==> src/rtl/hazard_pkg.sv <==
// hazard_pkg: shared types and encodings for the RV32I decode-stage hazard
// controller (hazard_ctrl) and its scoreboard (hazard_scoreboard).
//   - Register-address, forwarding-select and PC-select widths and codes
//   - state_t   : pipeline sequencer state {RUN, MEMWAIT}
//   - sb_slot_t : one in-flight destination record {rd, wr, load}
//   - slot_match: source/slot match rule (x0 never matches)
package hazard_pkg;

    localparam int REG_ADDR_WIDTH    = 5;
    localparam int FORWARD_SEL_WIDTH = 2;
    localparam int PC_SEL_WIDTH      = 2;

    // Branch-operand forwarding selects; EXE means "use the regfile value".
    localparam logic [FORWARD_SEL_WIDTH-1:0] FORWARD_SEL_EXE = 2'd0;
    localparam logic [FORWARD_SEL_WIDTH-1:0] FORWARD_SEL_MEM = 2'd1;
    localparam logic [FORWARD_SEL_WIDTH-1:0] FORWARD_SEL_WB  = 2'd2;

    localparam logic [PC_SEL_WIDTH-1:0] PC_SEL_PLUS4 = 2'd0;
    localparam logic [PC_SEL_WIDTH-1:0] PC_SEL_BR    = 2'd1;
    localparam logic [PC_SEL_WIDTH-1:0] PC_SEL_JAL   = 2'd2;
    localparam logic [PC_SEL_WIDTH-1:0] PC_SEL_JALR  = 2'd3;

    typedef enum logic {
        RUN     = 1'b0,
        MEMWAIT = 1'b1
    } state_t;

    typedef struct packed {
        logic [REG_ADDR_WIDTH-1:0] rd;
        logic                      wr;
        logic                      load;
    } sb_slot_t;

    function automatic logic slot_match(input sb_slot_t s,
                                        input logic [REG_ADDR_WIDTH-1:0] rs);
        return s.wr && (s.rd == rs) && (rs != '0);
    endfunction

endpackage

==> src/rtl/hazard_scoreboard.sv <==
// hazard_scoreboard: 3-slot shadow of the EXE/MEM/WB destination fields.
// Ports:
//   clk, rst      clock, asynchronous active-low reset (all slots zero)
//   advance       shift this cycle (low while the pipe is frozen)
//   bubble        load an empty slot into EXE instead of din
//   din           destination record of the instruction leaving decode
//   exe, mem, wb  current slot contents
import hazard_pkg::*;

module hazard_scoreboard (
    input  logic     clk,
    input  logic     rst,
    input  logic     advance,
    input  logic     bubble,
    input  sb_slot_t din,
    output sb_slot_t exe,
    output sb_slot_t mem,
    output sb_slot_t wb
);

    always_ff @(posedge clk or negedge rst) begin
        if (!rst) begin
            exe <= '0;
            mem <= '0;
            wb  <= '0;
        end else if (advance) begin
            wb  <= mem;
            mem <= exe;
            exe <= bubble ? '0 : din;
        end
    end

endmodule

==> src/rtl/hazard_ctrl.sv <==
// hazard_ctrl: RV32I decode-stage pipeline sequencer.
// Tracks in-flight destinations, drives branch-operand forwarding selects,
// load-use / branch-operand stalls, ID/EXE bubbles, IF/ID kills on redirect,
// PC select, and a whole-pipe freeze while data memory is not ready.
// Parameter:
//   MAX_WAIT    consecutive mem_ready-low cycles before mem_timeout (0 = never)
// Ports:
//   clk, rst                         clock, asynchronous active-low reset
//   id_rs1_addr/id_rs2_addr          decode sources, id_use_rs1/2 their use
//   id_rd_addr, id_reg_write         decode destination
//   id_is_load/branch/jal/jalr       decode instruction class
//   br_true                          branch comparator result
//   mem_ready                        data memory completes this cycle
//   branch_a_sel/branch_b_sel        forwarding selects for the ID comparator
//   stall_if, stall_id, flush_id     hold PC, hold IF/ID, bubble into ID/EXE
//   flush_if                         kill IF/ID on redirect
//   freeze                           hold every pipeline register
//   pc_sel                           PC_SEL_PLUS4/BR/JAL/JALR
//   state                            sequencer state (debug visibility)
//   mem_timeout                      sticky memory-wait timeout
// Optional macro HAZARD_PERF_CNT_EN adds 32-bit wrapping counters
//   stall_cnt (stall cycles), flush_cnt (redirect flushes),
//   wait_cnt (MEMWAIT cycles).
import hazard_pkg::*;

module hazard_ctrl #(
    parameter int MAX_WAIT = 255
) (
    input  logic                         clk,
    input  logic                         rst,
    input  logic [REG_ADDR_WIDTH-1:0]    id_rs1_addr,
    input  logic [REG_ADDR_WIDTH-1:0]    id_rs2_addr,
    input  logic                         id_use_rs1,
    input  logic                         id_use_rs2,
    input  logic [REG_ADDR_WIDTH-1:0]    id_rd_addr,
    input  logic                         id_reg_write,
    input  logic                         id_is_load,
    input  logic                         id_is_branch,
    input  logic                         id_is_jal,
    input  logic                         id_is_jalr,
    input  logic                         br_true,
    input  logic                         mem_ready,
    output logic [FORWARD_SEL_WIDTH-1:0] branch_a_sel,
    output logic [FORWARD_SEL_WIDTH-1:0] branch_b_sel,
    output logic                         stall_if,
    output logic                         stall_id,
    output logic                         flush_id,
    output logic                         flush_if,
    output logic                         freeze,
    output logic [PC_SEL_WIDTH-1:0]      pc_sel,
    output state_t                       state,
    output logic                         mem_timeout
`ifdef HAZARD_PERF_CNT_EN
    ,
    output logic [31:0]                  stall_cnt,
    output logic [31:0]                  flush_cnt,
    output logic [31:0]                  wait_cnt
`endif
);

    localparam int CW = (MAX_WAIT > 1) ? $clog2(MAX_WAIT + 1) : 1;
    localparam logic [CW-1:0] WAIT_LIMIT = CW'(MAX_WAIT);

    sb_slot_t sb_exe, sb_mem, sb_wb;
    sb_slot_t id_slot;
    state_t   state_next;
    logic     ctrl_in_id;
    logic     m_exe1, m_exe2, m_mem1, m_mem2;
    logic     hazard;
    logic [CW-1:0] wait_count, wait_inc;

    assign id_slot = '{rd: id_rd_addr, wr: id_reg_write, load: id_is_load};

    // Shift only when not frozen; a stalled decode leaves a bubble behind.
    hazard_scoreboard u_sb (
        .clk     (clk),
        .rst     (rst),
        .advance (!freeze),
        .bubble  (hazard),
        .din     (id_slot),
        .exe     (sb_exe),
        .mem     (sb_mem),
        .wb      (sb_wb)
    );

    // Loads in MEM are not forwardable yet; those cases are stalled instead.
    function automatic logic [FORWARD_SEL_WIDTH-1:0] fwd_sel(
        input logic                      use_src,
        input logic [REG_ADDR_WIDTH-1:0] rs,
        input sb_slot_t                  mem_s,
        input sb_slot_t                  wb_s
    );
        if (use_src && slot_match(mem_s, rs) && !mem_s.load) return FORWARD_SEL_MEM;
        if (use_src && slot_match(wb_s, rs))                 return FORWARD_SEL_WB;
        return FORWARD_SEL_EXE;
    endfunction

    always_comb begin
        ctrl_in_id = id_is_branch | id_is_jalr;
        m_exe1     = id_use_rs1 && slot_match(sb_exe, id_rs1_addr);
        m_exe2     = id_use_rs2 && slot_match(sb_exe, id_rs2_addr);
        m_mem1     = id_use_rs1 && slot_match(sb_mem, id_rs1_addr);
        m_mem2     = id_use_rs2 && slot_match(sb_mem, id_rs2_addr);
        hazard     = (sb_exe.load && (m_exe1 || m_exe2))
                   || (ctrl_in_id && (m_exe1 || m_exe2))
                   || (ctrl_in_id && sb_mem.load && (m_mem1 || m_mem2));
    end

    // Sequencer state register.
    always_ff @(posedge clk or negedge rst) begin
        if (!rst) state <= RUN;
        else      state <= state_next;
    end

    // Next state and outputs. freeze follows mem_ready directly so the first
    // wait cycle is already frozen; priority is freeze > stall > redirect.
    always_comb begin
        state_next   = mem_ready ? RUN : MEMWAIT;
        stall_if     = 1'b0;
        stall_id     = 1'b0;
        flush_id     = 1'b0;
        flush_if     = 1'b0;
        freeze       = 1'b0;
        pc_sel       = PC_SEL_PLUS4;
        branch_a_sel = FORWARD_SEL_EXE;
        branch_b_sel = FORWARD_SEL_EXE;
        if (rst) begin
            if (ctrl_in_id) begin
                branch_a_sel = fwd_sel(id_use_rs1, id_rs1_addr, sb_mem, sb_wb);
                branch_b_sel = fwd_sel(id_use_rs2, id_rs2_addr, sb_mem, sb_wb);
            end
            if (!mem_ready) begin
                freeze   = 1'b1;
                stall_if = 1'b1;
                stall_id = 1'b1;
            end else if (hazard) begin
                stall_if = 1'b1;
                stall_id = 1'b1;
                flush_id = 1'b1;
            end else if (id_is_jal) begin
                pc_sel   = PC_SEL_JAL;
                flush_if = 1'b1;
            end else if (id_is_jalr) begin
                pc_sel   = PC_SEL_JALR;
                flush_if = 1'b1;
            end else if (id_is_branch && br_true) begin
                pc_sel   = PC_SEL_BR;
                flush_if = 1'b1;
            end
        end
    end

    // Counts consecutive mem_ready-low cycles, saturating at MAX_WAIT.
    assign wait_inc = (wait_count == WAIT_LIMIT) ? wait_count : wait_count + CW'(1);

    always_ff @(posedge clk or negedge rst) begin
        if (!rst) begin
            wait_count  <= '0;
            mem_timeout <= 1'b0;
        end else if (!mem_ready) begin
            wait_count <= wait_inc;
            if ((MAX_WAIT != 0) && (wait_inc == WAIT_LIMIT)) mem_timeout <= 1'b1;
        end else begin
            wait_count <= '0;
        end
    end

`ifdef HAZARD_PERF_CNT_EN
    always_ff @(posedge clk or negedge rst) begin
        if (!rst) begin
            stall_cnt <= '0;
            flush_cnt <= '0;
            wait_cnt  <= '0;
        end else begin
            if (flush_id)         stall_cnt <= stall_cnt + 32'd1;
            if (flush_if)         flush_cnt <= flush_cnt + 32'd1;
            if (state == MEMWAIT) wait_cnt  <= wait_cnt + 32'd1;
        end
    end
`endif

endmodule
==> config.mk <==
export PLATFORM = sky130hd
export DESIGN_NAME = hazard_ctrl
export DESIGN_NICKNAME = d
export VERILOG_FILES = /design/src/rtl/hazard_pkg.sv /design/src/rtl/hazard_scoreboard.sv /design/src/rtl/hazard_ctrl.sv
export SDC_FILE = /design/constraint.sdc
export NUM_CORES = 1
export LEC_CHECK = 0
export CELL_PAD_IN_SITES_DETAIL_PLACEMENT = 2
export CELL_PAD_IN_SITES_GLOBAL_PLACEMENT = 2
export CORE_ASPECT_RATIO = 0.75
export CORE_UTILIZATION = 27
export DETAILED_ROUTE_END_ITERATION = 8
export PLACE_DENSITY_LB_ADDON = 0.05
export SLEW_MARGIN = 20
export SYNTH_ARGS = -nofsm -noshare
export SYNTH_HDL_FRONTEND = slang
export SYNTH_SLANG_ARGS = --single-unit
==> constraint.sdc <==
create_clock -name clk -period 2.6 [get_ports clk]
set_clock_uncertainty 0.2 [all_clocks]
set_input_delay 0.52 -clock clk [delete_from_list [all_inputs] [get_ports clk]]
set_output_delay 0.52 -clock clk [all_outputs]
set_load 0.01 [all_outputs]
==> qor.txt <==
slowest stage delay, CP: 0.49 ns
number of clock sinks seen by CTS: 30
transition time of the tightest slew-check pin: 0.505 ns
non-filler cells in the finished layout: 392
Achievable Freq: 335 MHz
synthesized netlist net count: 237
Detailed Route Iter0 Violations: 49
Final Cycle Share: 115%
fraction of layout instances using a drive strength above 1: 37.9%
Min Clock Period, post-route: 2.98 ns
endpoint type of the worst setup path: output port
commonest non-fill, non-tap cells in the layout: sky130_fd_sc_hd__nand2_1, sky130_fd_sc_hd__buf_4, sky130_fd_sc_hd__dfrtp_1
per-instance average area after synthesis: 8.88 µm²
total number of vias: 2013
average detailed-routed wire length per instance: 21.4 µm
antenna cells: 0
filler cell count: 713
synthesized cell area: 0.00187 mm²
GRT Overall Usage: 21.9%
vias in the first global route: 2093
portion of the post-synthesis area used by sequential elements: 40.2%
flip-flop and latch count after synthesis: 30
final worst-path setup slack: -0.382 ns
maximum number of pins on one net before global-route repair: 21
Worst Path Arrival: 2.26 ns
initial antenna violation count: 0
Synth-to-Final Area Change: 64.0%
count of mapped cells out of synthesis: 210
core occupancy in the finished layout: 47.2%
total I/O pin count: 39
Fin Setup TNS: -3.09 ns
flip-flop and latch area: 752 µm²
worst hold path type: in2async
Internal Pwr Total: 1.10 mW
NetSw: 430 µW
clock network fraction of design power: 38.9%
Post-Place Setup Slack: -1.08 ns
count of flip-flops with a built-in enable after synthesis: 0
category of the worst setup path launch point: primary input
Fin. Hold Viols: 0
placed cell count: 372
antenna viol nets, final: 0
part of the power in registers: 36.7%
maximum capacitance violations: 0
initial core utilization: 28.8%
CP required: 1.88 ns
fin nets: 337
floorplan die height: 74.0 µm
wire length of the first global-routing pass: 11.7 mm
top cell family by delay on the critical path: compound AO/OA/AOI/OAI gates
combinational power share: 24.4%
number of library cell types mapped by synthesis: 44
Switching Fraction: 28.1%
half-perimeter wire length after placement: 5.39 mm
number of CTS-inserted buffers: 5
violated checks: DRC, setup timing
final global-route overflow total: 0
FFs w/ async S/R, synth: 100%
root cell of the clock tree: sky130_fd_sc_hd__clkbuf_8
run status: complete, but fails checks
DRC violations left: 2
overall routed net length: 8.40 mm
Max Root-Sink Buffers: 2
Worst Path Buf+Inv: 4
buffers added on ports: 38
clock transition time at the flip-flop clock pins of the worst setup and hold paths: 0.07 ns
Max FO, Critical Path: 6
RSZ-0062 raised after global routing: true
P per Cell Area: 501 mW/mm²
Post-synth top flop: sky130_fd_sc_hd__dfrtp_1
most common library cell in the layout ignoring fill and taps: sky130_fd_sc_hd__nand2_1
RD Place Congestion: 0.872
area used by multi-input combinational logic: 0.00119 mm²
number of detailed-routing iterations run before antenna repair: 8
cell chain of the critical path: buf_2, or4_4, o21a_4, buf_4, o2bb2ai_2, buf_12, o31a_4, buf_6
count of warnings emitted by yosys: 0
placement row count: 25
Final Setup Violations: 10
Power Total: 1.53 mW
Max VDD drop: 0.218 mV
leakage power figure: 1.43 nW
highest-delay cell along the critical path: sky130_fd_sc_hd__or4_4
Total Die Area: 0.00725 mm²
worst-case headroom to the max-slew limit: 65.4%
worst-skew pair later-pin latency: 0.28 ns
via density per instance: 5.14
number of max-slew violations in the final report: 0
category of the critical setup timing path: in2out
number of buffers inserted for hold repair after clock tree synthesis: 0
TritonCTS clock tree: built
number of levels in the clock H-tree: 2
Core Footprint: 0.00647 mm²
x dimension of the die: 98.0 µm
-- layout make-up --
type	instances	area share [%]
Clock buffer	6	2.70
Clock inverter	2	1.96
Tap cell	81	3.31
Multi-Input combinational cell	167	39.0
Sequential cell	30	24.6
Inverter	5	0.613
Timing Repair Buffer	101	27.9
-- registers in the layout, indices dropped and copies added (netlist names) --
signal / flops
wait_count: 8
u_sb.wb: 6
state: 1
u_sb.mem: 7
mem_timeout: 1
u_sb.exe: 7
-- layer usage --
metal,vias up,part of all wire (%),track usage (%)
met5,-,0,0
met3,13,3.0,4.04
met2,45,46,36.7
met1,1029,49,29.8
met4,0,1.7,5.05
li1,926,-,-
-- path summary, 6_finish.rpt --
kind	start	end	slack (ns)	depth (start not counted)
setup / recovery	id_rs1_addr[1]	stall_if	-0.38	8
hold / removal	rst	wait_count[2]$_DFF_PN0_	0.27	2
setup reg to reg	u_sb.mem[4]$_DFFE_PN0N_	u_sb.exe[5]$_DFFE_PN0N_	0.22	8
hold reg to reg	mem_timeout$_DFFE_PN0P_	mem_timeout$_DFFE_PN0P_	0.28	1
max in group asynchronous	rst	u_sb.exe[3]$_DFFE_PN0N_	1.74	2
min in group clk	mem_timeout$_DFFE_PN0P_	mem_timeout$_DFFE_PN0P_	0.28	1
-- power by group through the flow --
stage | sequential [mW] | clock (mW) | combinational [mW]
floorplan | 0.552 | 0 | 0.135
global placement | 0.566 | 0 | 0.317
detailed placement | 0.568 | 0 | 0.324
CTS | 0.559 | 0.608 | 0.350
global route | 0.567 | 0.620 | 0.403
finish | 0.562 | 0.596 | 0.374
-- synthesized netlist by cell type, types with 2 or more instances --
master                     count  area [µm²]
sky130_fd_sc_hd__or4_1         2        15.0
sky130_fd_sc_hd__o31ai_2       7        87.6
sky130_fd_sc_hd__and2_1        2        12.5
sky130_fd_sc_hd__xor2_1       20         175
sky130_fd_sc_hd__inv_1         5        18.8
sky130_fd_sc_hd__o21ai_0       6        30.0
sky130_fd_sc_hd__nand3_1       4        20.0
sky130_fd_sc_hd__nor2b_1       3        18.8
sky130_fd_sc_hd__xnor2_1      12         105
sky130_fd_sc_hd__nand2_1      59         221
sky130_fd_sc_hd__dfrtp_1      30         751
sky130_fd_sc_hd__a311oi_1      2        17.5
sky130_fd_sc_hd__nor3_1        8        40.0
sky130_fd_sc_hd__nor2_1        7        26.3
sky130_fd_sc_hd__and3_1        3        18.8
sky130_fd_sc_hd__clkbuf_1      5        18.8
sky130_fd_sc_hd__nand4_1       2        12.5
sky130_fd_sc_hd__nor4_1        5        31.3
sky130_fd_sc_hd__a21oi_1       3        15.0
-- per-stage QoR --
step	hold slack [ns]	instance area, µm²
final	0.274	3060
after detailed placement	0.266	2710
after floorplan	0.0244	1870
after global routing	0.291	3060
after global placement	0.255	2710
after CTS	0.264	2990
-- cells by family (layout without fill, tap and decap cells) --
kind of cell               Yosys count  after routing  share of synthesized area (%)
and+or+nand+nor                     99             99                           25.0
AOI/OAI and AO/OA                   34             34                           15.2
xor gates and xnor gates            32             32                           15.0
DFF                                 30             30                           40.2
buffers and inverters               13            114                           3.29
adders and majority gates            1              1                          0.671
muxes                                1              1                          0.537
-- repair_timing --
| action | in CTS | in global routing |
|---|---|---|
| setup buffers | 11 | 3 |
| pin swaps | 21 | 10 |
| endpoints found under the setup margin | 11 | 10 |
| resized for setup | 113 | 9 |
No activity file was read; power rests on OpenSTA's default activity.
